[config.mk]
export PLATFORM = sky130hd
export DESIGN_NAME = ball_centroid_flat
export DESIGN_NICKNAME = d
export VERILOG_FILES = /design/src/rtl/ball_centroid_if.sv /design/src/rtl/ball_centroid.sv /design/src/flat_wrapper.sv
export SDC_FILE = /design/constraint.sdc
export NUM_CORES = 1
export LEC_CHECK = 0
export BUFFER_PORTS_ARGS = -buffer_cell sky130_fd_sc_hd__buf_2
export CELL_PAD_IN_SITES_DETAIL_PLACEMENT = 0
export CELL_PAD_IN_SITES_GLOBAL_PLACEMENT = 1
export CORE_MARGIN = 2
export CORE_UTILIZATION = 35
export CTS_CLUSTER_DIAMETER = 100
export DETAILED_ROUTE_END_ITERATION = 12
export PLACE_DENSITY_LB_ADDON = 0.1
export SLEW_MARGIN = 10
export SYNTH_ARGS = -nofsm -noshare
export SYNTH_HDL_FRONTEND = slang
export SYNTH_SLANG_ARGS = --single-unit
[constraint.sdc]
create_clock -name ball_clock -period 7.5 [get_ports ball_clock]
set_input_delay 0.375 -clock ball_clock [delete_from_list [all_inputs] [get_ports ball_clock]]
set_output_delay 0.375 -clock ball_clock [all_outputs]
set_load 0.05 [all_outputs]
[src/rtl/ball_centroid_if.sv]
// Pixel-stream and result signals between the detector, ball_centroid and the VGA side.
// The master modport is the upstream/observer side; the slave modport is ball_centroid itself.
interface ball_centroid_if;
    logic        h_sync;
    logic        v_sync;
    logic [9:0]  h_value;
    logic [8:0]  v_value;
    logic        white_pixel;
    logic [23:0] video_in;
    logic        marker_en;
    logic [23:0] video_out;
    logic [9:0]  centre_x;
    logic [8:0]  centre_y;
    logic        centre_valid;
    logic        centre_update;
    logic [18:0] pixel_count;
    logic        overrun;

    modport master (
        output h_sync, v_sync, h_value, v_value, white_pixel, video_in, marker_en,
        input  video_out, centre_x, centre_y, centre_valid, centre_update, pixel_count, overrun
    );

    modport slave (
        input  h_sync, v_sync, h_value, v_value, white_pixel, video_in, marker_en,
        output video_out, centre_x, centre_y, centre_valid, centre_update, pixel_count, overrun
    );
endinterface

[src/rtl/ball_centroid.sv]
// Accumulates qualifying pixel coordinates per frame, divides during vertical blanking
// to find the object centre, and overlays a "+" marker at that centre on the video.
//
// state | meaning
// IDLE  | waiting for a frame end
// LOAD  | operands latched, check pixel count against MIN_PIXELS
// DIV_X | restoring division sum_x / cnt, one quotient bit per cycle
// DIV_Y | restoring division sum_y / cnt, one quotient bit per cycle
// DONE  | publish results, pulse centre_update
module ball_centroid #(
    parameter int unsigned ARM          = 8,
    parameter logic [23:0] MARKER_COLOR = 24'h00FF00,
    parameter int unsigned MIN_PIXELS   = 16,
    parameter int unsigned SUM_W        = 28
) (
    input logic            ball_clock,
    input logic            reset_n,
    ball_centroid_if.slave bus
);
    localparam int unsigned CNT_W = 19;
    localparam int unsigned BIT_W = $clog2(SUM_W);
    localparam logic signed [10:0] ARM_S = 11'(ARM);

    typedef enum logic [2:0] {IDLE, LOAD, DIV_X, DIV_Y, DONE} state_t;

    state_t state_q, state_d;

    logic             v_sync_dly_q, v_sync_dly_d;
    logic [SUM_W-1:0] sum_x_q, sum_x_d, sum_y_q, sum_y_d;
    logic [CNT_W-1:0] cnt_q, cnt_d;
    logic [SUM_W-1:0] op_x_q, op_x_d, op_y_q, op_y_d;
    logic [CNT_W-1:0] op_cnt_q, op_cnt_d;
    logic [SUM_W-1:0] rem_q, rem_d, quot_q, quot_d;
    logic [9:0]       qx_q, qx_d;
    logic [BIT_W-1:0] bit_q, bit_d;
    logic [9:0]       centre_x_q, centre_x_d;
    logic [8:0]       centre_y_q, centre_y_d;
    logic             centre_valid_q, centre_valid_d;
    logic [CNT_W-1:0] pixel_count_q, pixel_count_d;
    logic             overrun_q, overrun_d;
    logic [23:0]      video_out_q, video_out_d;

    logic             frame_end, qual, busy, bit_tc, cnt_ok, centre_update;
    logic [SUM_W:0]   rem_shift;
    logic [SUM_W-1:0] div_ext, rem_sub, rem_next, quot_next;
    logic             ge;
    logic signed [10:0] dx, dy;
    logic             marker;

    assign frame_end = ~bus.v_sync & v_sync_dly_q;
    assign qual      = bus.h_sync & bus.v_sync & bus.white_pixel;
    assign bit_tc    = (bit_q == '0);
    assign cnt_ok    = (op_cnt_q >= CNT_W'(MIN_PIXELS));

    // One restoring-division step; the remainder always stays below the divisor,
    // so SUM_W-bit modular subtraction is exact whenever ge is set.
    always_comb begin
        rem_shift = {rem_q, quot_q[SUM_W-1]};
        div_ext   = {{(SUM_W-CNT_W){1'b0}}, op_cnt_q};
        ge        = (rem_shift >= {1'b0, div_ext});
        rem_sub   = rem_shift[SUM_W-1:0] - div_ext;
        rem_next  = ge ? rem_sub : rem_shift[SUM_W-1:0];
        quot_next = {quot_q[SUM_W-2:0], ge};
    end

    always_ff @(posedge ball_clock or negedge reset_n) begin
        if (!reset_n) state_q <= IDLE;
        else          state_q <= state_d;
    end

    always_comb begin
        state_d = state_q;
        case (state_q)
            IDLE:    if (frame_end) state_d = LOAD;
            LOAD:    state_d = cnt_ok ? DIV_X : DONE;
            DIV_X:   if (bit_tc) state_d = DIV_Y;
            DIV_Y:   if (bit_tc) state_d = DONE;
            DONE:    state_d = IDLE;
            default: state_d = IDLE;
        endcase
    end

    always_comb begin
        busy          = (state_q != IDLE);
        centre_update = (state_q == DONE);
    end

    always_comb begin
        v_sync_dly_d   = bus.v_sync;
        sum_x_d        = sum_x_q;
        sum_y_d        = sum_y_q;
        cnt_d          = cnt_q;
        op_x_d         = op_x_q;
        op_y_d         = op_y_q;
        op_cnt_d       = op_cnt_q;
        rem_d          = rem_q;
        quot_d         = quot_q;
        qx_d           = qx_q;
        bit_d          = bit_q;
        centre_x_d     = centre_x_q;
        centre_y_d     = centre_y_q;
        centre_valid_d = centre_valid_q;
        pixel_count_d  = pixel_count_q;
        overrun_d      = frame_end & busy;

        if (frame_end) begin
            sum_x_d = '0;
            sum_y_d = '0;
            cnt_d   = '0;
            if (!busy) begin
                op_x_d   = sum_x_q;
                op_y_d   = sum_y_q;
                op_cnt_d = cnt_q;
            end
        end else if (qual) begin
            sum_x_d = sum_x_q + {{(SUM_W-10){1'b0}}, bus.h_value};
            sum_y_d = sum_y_q + {{(SUM_W-9){1'b0}}, bus.v_value};
            cnt_d   = cnt_q + CNT_W'(1);
        end

        case (state_q)
            LOAD: begin
                rem_d  = '0;
                quot_d = op_x_q;
                bit_d  = BIT_W'(SUM_W - 1);
            end
            DIV_X: begin
                rem_d  = rem_next;
                quot_d = quot_next;
                bit_d  = bit_q - BIT_W'(1);
                if (bit_tc) begin
                    qx_d   = quot_next[9:0];
                    rem_d  = '0;
                    quot_d = op_y_q;
                    bit_d  = BIT_W'(SUM_W - 1);
                end
            end
            DIV_Y: begin
                rem_d  = rem_next;
                quot_d = quot_next;
                bit_d  = bit_q - BIT_W'(1);
            end
            DONE: begin
                pixel_count_d = op_cnt_q;
                if (cnt_ok) begin
                    centre_x_d     = qx_q;
                    centre_y_d     = quot_q[8:0];
                    centre_valid_d = 1'b1;
                end else begin
                    centre_valid_d = 1'b0;
                end
            end
            default: ;
        endcase
    end

    // Overlay reads the live centre; it only changes in DONE, which is during blanking.
    always_comb begin
        dx     = $signed({1'b0, bus.h_value}) - $signed({1'b0, centre_x_q});
        dy     = $signed({2'b0, bus.v_value}) - $signed({2'b0, centre_y_q});
        marker = bus.marker_en & centre_valid_q & bus.h_sync & bus.v_sync &
                 (((dy == 11'sd0) && (dx >= -ARM_S) && (dx <= ARM_S)) ||
                  ((dx == 11'sd0) && (dy >= -ARM_S) && (dy <= ARM_S)));
        video_out_d = marker ? MARKER_COLOR : bus.video_in;
    end

    always_ff @(posedge ball_clock or negedge reset_n) begin
        if (!reset_n) begin
            v_sync_dly_q   <= 1'b0;
            sum_x_q        <= '0;
            sum_y_q        <= '0;
            cnt_q          <= '0;
            op_x_q         <= '0;
            op_y_q         <= '0;
            op_cnt_q       <= '0;
            rem_q          <= '0;
            quot_q         <= '0;
            qx_q           <= '0;
            bit_q          <= '0;
            centre_x_q     <= '0;
            centre_y_q     <= '0;
            centre_valid_q <= 1'b0;
            pixel_count_q  <= '0;
            overrun_q      <= 1'b0;
            video_out_q    <= '0;
        end else begin
            v_sync_dly_q   <= v_sync_dly_d;
            sum_x_q        <= sum_x_d;
            sum_y_q        <= sum_y_d;
            cnt_q          <= cnt_d;
            op_x_q         <= op_x_d;
            op_y_q         <= op_y_d;
            op_cnt_q       <= op_cnt_d;
            rem_q          <= rem_d;
            quot_q         <= quot_d;
            qx_q           <= qx_d;
            bit_q          <= bit_d;
            centre_x_q     <= centre_x_d;
            centre_y_q     <= centre_y_d;
            centre_valid_q <= centre_valid_d;
            pixel_count_q  <= pixel_count_d;
            overrun_q      <= overrun_d;
            video_out_q    <= video_out_d;
        end
    end

    assign bus.video_out     = video_out_q;
    assign bus.centre_x      = centre_x_q;
    assign bus.centre_y      = centre_y_q;
    assign bus.centre_valid  = centre_valid_q;
    assign bus.centre_update = centre_update;
    assign bus.pixel_count   = pixel_count_q;
    assign bus.overrun       = overrun_q;
endmodule

[src/flat_wrapper.sv]
// flat-port wrapper written by rule: the top's interface ports become plain ports
module ball_centroid_flat 
#(
    parameter int unsigned ARM          = 8,
    parameter logic [23:0] MARKER_COLOR = 24'h00FF00,
    parameter int unsigned MIN_PIXELS   = 16,
    parameter int unsigned SUM_W        = 28
)
  (ball_clock, reset_n, bus_h_sync, bus_v_sync, bus_h_value, bus_v_value, bus_white_pixel, bus_video_in, bus_marker_en, bus_video_out, bus_centre_x, bus_centre_y, bus_centre_valid, bus_centre_update, bus_pixel_count, bus_overrun);
  ball_centroid_if bus_i ();
  input logic ball_clock;
  input logic reset_n;
  input wire logic [$bits(bus_i.h_sync)-1:0] bus_h_sync;
  input wire logic [$bits(bus_i.v_sync)-1:0] bus_v_sync;
  input wire logic [$bits(bus_i.h_value)-1:0] bus_h_value;
  input wire logic [$bits(bus_i.v_value)-1:0] bus_v_value;
  input wire logic [$bits(bus_i.white_pixel)-1:0] bus_white_pixel;
  input wire logic [$bits(bus_i.video_in)-1:0] bus_video_in;
  input wire logic [$bits(bus_i.marker_en)-1:0] bus_marker_en;
  output wire logic [$bits(bus_i.video_out)-1:0] bus_video_out;
  output wire logic [$bits(bus_i.centre_x)-1:0] bus_centre_x;
  output wire logic [$bits(bus_i.centre_y)-1:0] bus_centre_y;
  output wire logic [$bits(bus_i.centre_valid)-1:0] bus_centre_valid;
  output wire logic [$bits(bus_i.centre_update)-1:0] bus_centre_update;
  output wire logic [$bits(bus_i.pixel_count)-1:0] bus_pixel_count;
  output wire logic [$bits(bus_i.overrun)-1:0] bus_overrun;
  assign bus_i.h_sync = bus_h_sync;
  assign bus_i.v_sync = bus_v_sync;
  assign bus_i.h_value = bus_h_value;
  assign bus_i.v_value = bus_v_value;
  assign bus_i.white_pixel = bus_white_pixel;
  assign bus_i.video_in = bus_video_in;
  assign bus_i.marker_en = bus_marker_en;
  assign bus_video_out = bus_i.video_out;
  assign bus_centre_x = bus_i.centre_x;
  assign bus_centre_y = bus_i.centre_y;
  assign bus_centre_valid = bus_i.centre_valid;
  assign bus_centre_update = bus_i.centre_update;
  assign bus_pixel_count = bus_i.pixel_count;
  assign bus_overrun = bus_i.overrun;
  ball_centroid #(.ARM(ARM), .MARKER_COLOR(MARKER_COLOR), .MIN_PIXELS(MIN_PIXELS), .SUM_W(SUM_W)) u_core (.ball_clock(ball_clock), .reset_n(reset_n), .bus(bus_i));
endmodule
==> insert_results.sql <==
INSERT INTO impl_metrics (metric_group, metric, value, unit) VALUES
('critical_path', 'regToRegSetupSlack', '4.08', 'ns'),
('place', 'io_buffer_count', '113', ''),
('outcome', 'run_status', 'finished clean', ''),
('critical_path', 'timing.critical_path.cells', 'dlygate4sd3_1, buf_2, nor2b_4, buf_4, nor2_1, or4_1, a21oi_1, and3_1, xnor2_1, nor2_1', ''),
('critical_path', 'timing.critical_path.mode_cell', 'nor2_1', ''),
('yosys', 'yosys.area.top_type', 'dfrtp_1', ''),
('layout', 'syn_to_final_growth', '15.62', '%'),
('floorplan', 'die_width', '211.4', 'um'),
('sta', 'fin_tns_setup', '0', 'ns'),
('critical_path', 'worst_setup_path_end_kind', 'register', ''),
('sta', 'layout_setup_ws', '3.873', 'ns'),
('floorplan', 'num_rows', '75', ''),
('yosys', 'number_of_storage_elements_in_the_synthesis_netlist', '289', ''),
('critical_path', 'worst_setup_path_start_kind', 'input pin', ''),
('sta', 'grt_setup_unrepaired', 'no', ''),
('detailed_routing', 'remaining_drc_errors', '0', ''),
('worst_hold_path', 'hold_end', 'u_core.bus.video_out[13]', ''),
('place', 'post-place-ws', '3.769', 'ns'),
('floorplan', 'boundaryPins', '114', ''),
('sta', 'setup_viol', '0', ''),
('detailed_routing', 'drtAntennaViolNets', '0', ''),
('critical_path', 'crit_type', 'in2reg', ''),
('pwr', 'pwr_density_cell', '315.2', 'nW/um^2'),
('sta', 'timing.slew.headroom', '23.05', '%'),
('clock_network', 'worst_skew_pair.late_latency', '0.55', 'ns'),
('yosys', 'synthesis.area_per_instance', '10.09', 'sq um'),
('sta', 'worst_pin_slew', '1.150', 'ns'),
('worst_hold_path', 'worstHoldStart', 'bus_video_in[13]', ''),
('clock_network', 'cts_tree', 'yes', ''),
('clock_network', 'clock_path_buffers', '3', ''),
('floorplan', 'core', '42230', 'sq um'),
('yosys', 'synthTopCellsByArea', 'dfrtp_1, mux2_2, ha_1', ''),
('sta', 'post-route-period-util', '48.36', '%'),
('grt', 'grt_start_max_net_pins', '135', ''),
('critical_path', 'timing.critical_path.required', '7.90', 'ns'),
('worst_hold_path', 'hold_class', 'in2reg', ''),
('critical_path', 'critical_path.reg2reg.endpoint', 'u_core.sum_y_q[15]', ''),
('grt', 'globalRouteOverflowTotal', '0', ''),
('yosys', 'seq_area_frac_synth', '48.05', '%'),
('yosys', 'synthesis.instances', '1492', ''),
('detailed_routing', 'totalWireLength', '38.58', 'mm'),
('yosys', 'synthesis.nets', '1604', ''),
('floorplan', 'initial_core_utilization', '35.64', '%'),
('sta', 'hold_violations', '0', ''),
('floorplan', 'floorplan.die_area', '44670', 'sq um'),
('layout', 'nFillCells', '4176', ''),
('critical_path', 'worst_r2r_path_depth', '8', ''),
('yosys', 'synth_top_area_share', '48.05', '%'),
('detailed_routing', 'drt_iter0_drc', '635', ''),
('pwr', 'power_leakage', '8.041', 'nW'),
('grt', 'initial_antenna_violation_count', '2', ''),
('clock_network', 'h_tree_level_count', '2', ''),
('place', 'gp_congestion', '0.7903', ''),
('clock_network', 'cts_bufs_inserted', '36', ''),
('run', 'drv_cap', '0', ''),
('critical_path', 'arrival_time_at_the_worst_endpoint', '4.03', 'ns'),
('grt', 'global_route.usage.total', '17.83', '%'),
('critical_path', 'timing.critical_path.fanout_max', '66', ''),
('detailed_routing', 'detailroute.via_count', '11110', ''),
('clock_network', 'post-cts-setup-buffers', '0', ''),
('clock_network', 'ctsHoldBuffers', '6', ''),
('worst_hold_path', 'whs_path_depth', '2', ''),
('yosys', 'synthArstFlopShare', '100.0', '%'),
('detailed_routing', 'via_per_inst', '5.155', ''),
('grt', 'global_route_wire_length_before_repair', '62.70', 'mm'),
('yosys', 'postSynth.topFlopCell', 'dfrtp_1', ''),
('floorplan', 'dieHeight', '211.4', 'um'),
('layout', 'nNetsFinal', '1703', ''),
('sta', 'minimum_clock_period', '3.627', 'ns'),
('critical_path', 'cpMaxStageDelayCell', 'a21oi_1', ''),
('clock_network', 'number_of_instances_resized_during_post_cts_repair', '0', '');
how the worst max path moves through the flow:
stage / startpoint / endpoint / slack (ns) / depth (start not counted)
after floorplan: u_core.bus.centre_x[0] / u_core.bus.video_out[16] / 4.07 / 12
after global placement: bus_v_sync / u_core.sum_y_q[15] / 3.85 / 9
after detailed placement: bus_h_value[0] / u_core.bus.video_out[3] / 3.77 / 13
after CTS: bus_v_sync / u_core.sum_y_q[27] / 3.81 / 10
after global routing: bus_v_sync / u_core.sum_y_q[25] / 3.62 / 10
final: bus_v_sync / u_core.sum_y_q[15] / 3.87 / 10
layout by cell type, fill, tap and decap left out, types with 50 or more instances in the layout:
cell type and n:
dfrtp_1 289, nand2_1 168, mux2_2 121, a21oi_1 114, buf_2 112, nor2_1 103, o21ai_0 99, inv_1 59
ha_1 59, xnor2_1 50
stage by stage:
stage	power (mW)	util [%]	cells	instance area [sq um]
floorplan	3.313	-	1492	15050
global placement	3.761	38.20	2086	16130
detailed placement	3.771	38.20	2086	16130
CTS	5.582	41.21	2156	17400
global route	5.885	41.21	2156	17400
finish	5.485	41.21	2156	17400
kinds of logic (layout without fill, tap and decap cells):
family	Yosys count	after routing	synth area share, %
and+or+nand+nor	456	456	14.40
AOI/OAI and AO/OA	329	329	13.33
DFF	289	289	48.05
muxes	141	141	10.38
buffers and inverters	127	252	3.334
xor gates and xnor gates	87	87	5.063
adders and majority gates	63	63	5.437
area by class of cell:
class                   count  area [sq um]  share of cell area, %
clock inverters            10         120.1                 0.6903
multi-input cells        1076          7338                  42.17
flip-flops and latches    289          7232                  41.56
well taps                 539         674.4                  3.876
inverters                  59         221.5                  1.273
clock buffers              54          1091                  6.270
repair buffers            129         723.2                  4.156
state kept, by name (all words and copies together), names as in the netlist:
register                 cells
u_core.bit_q                 5
u_core.bus.centre_valid      1
u_core.bus.centre_x         10
u_core.bus.centre_y          9
u_core.bus.overrun           1
u_core.bus.pixel_count      19
u_core.bus.video_out        24
u_core.cnt_q                19
u_core.op_cnt_q             19
u_core.op_x_q               28
u_core.op_y_q               28
u_core.quot_q               28
u_core.qx_q                 10
u_core.rem_q                28
u_core.state_q               3
u_core.sum_x_q              28
u_core.sum_y_q              28
u_core.v_sync_dly_q          1
metal layers:
layer	track usage, %	routed length [um]	up-vias
met1	25.58	19260	5405
li1	-	-	5487
met2	27.82	17210	164
met5	0	13	-
met3	3.189	1312	56
met4	4.541	790	2
synthesized netlist by cell type, drive strengths merged, types with 8 or more instances:
master / number
nor2: 104
mux2i: 20
mux2: 121
nor3: 26
o21ai: 104
dfrtp: 289
xor2: 37
a21o: 18
xnor2: 50
nand4: 14
a21oi: 114
or3: 15
nand2: 169
inv: 59
ha: 59
and3: 31
a211oi: 8
clkbuf: 46
nor4: 15
nand2b: 10
buf: 22
nand3: 36
o21a: 9
worst max-delay path: cells and delay by family:
kind / cells / cell delay, ns
buf+inv: 3 / 1.37
compound gates: 1 / 0.80
simple gates: 5 / 1.36
xor+xnor: 1 / 0.11
power by group:
group          internal [mW]  total (mW)  switching [mW]
Sequential              1.76        1.93           0.175
Clock                   1.08        1.77           0.690
Combinational          0.690        1.79            1.10
Note: power is estimated with default switching activity, not from simulation.
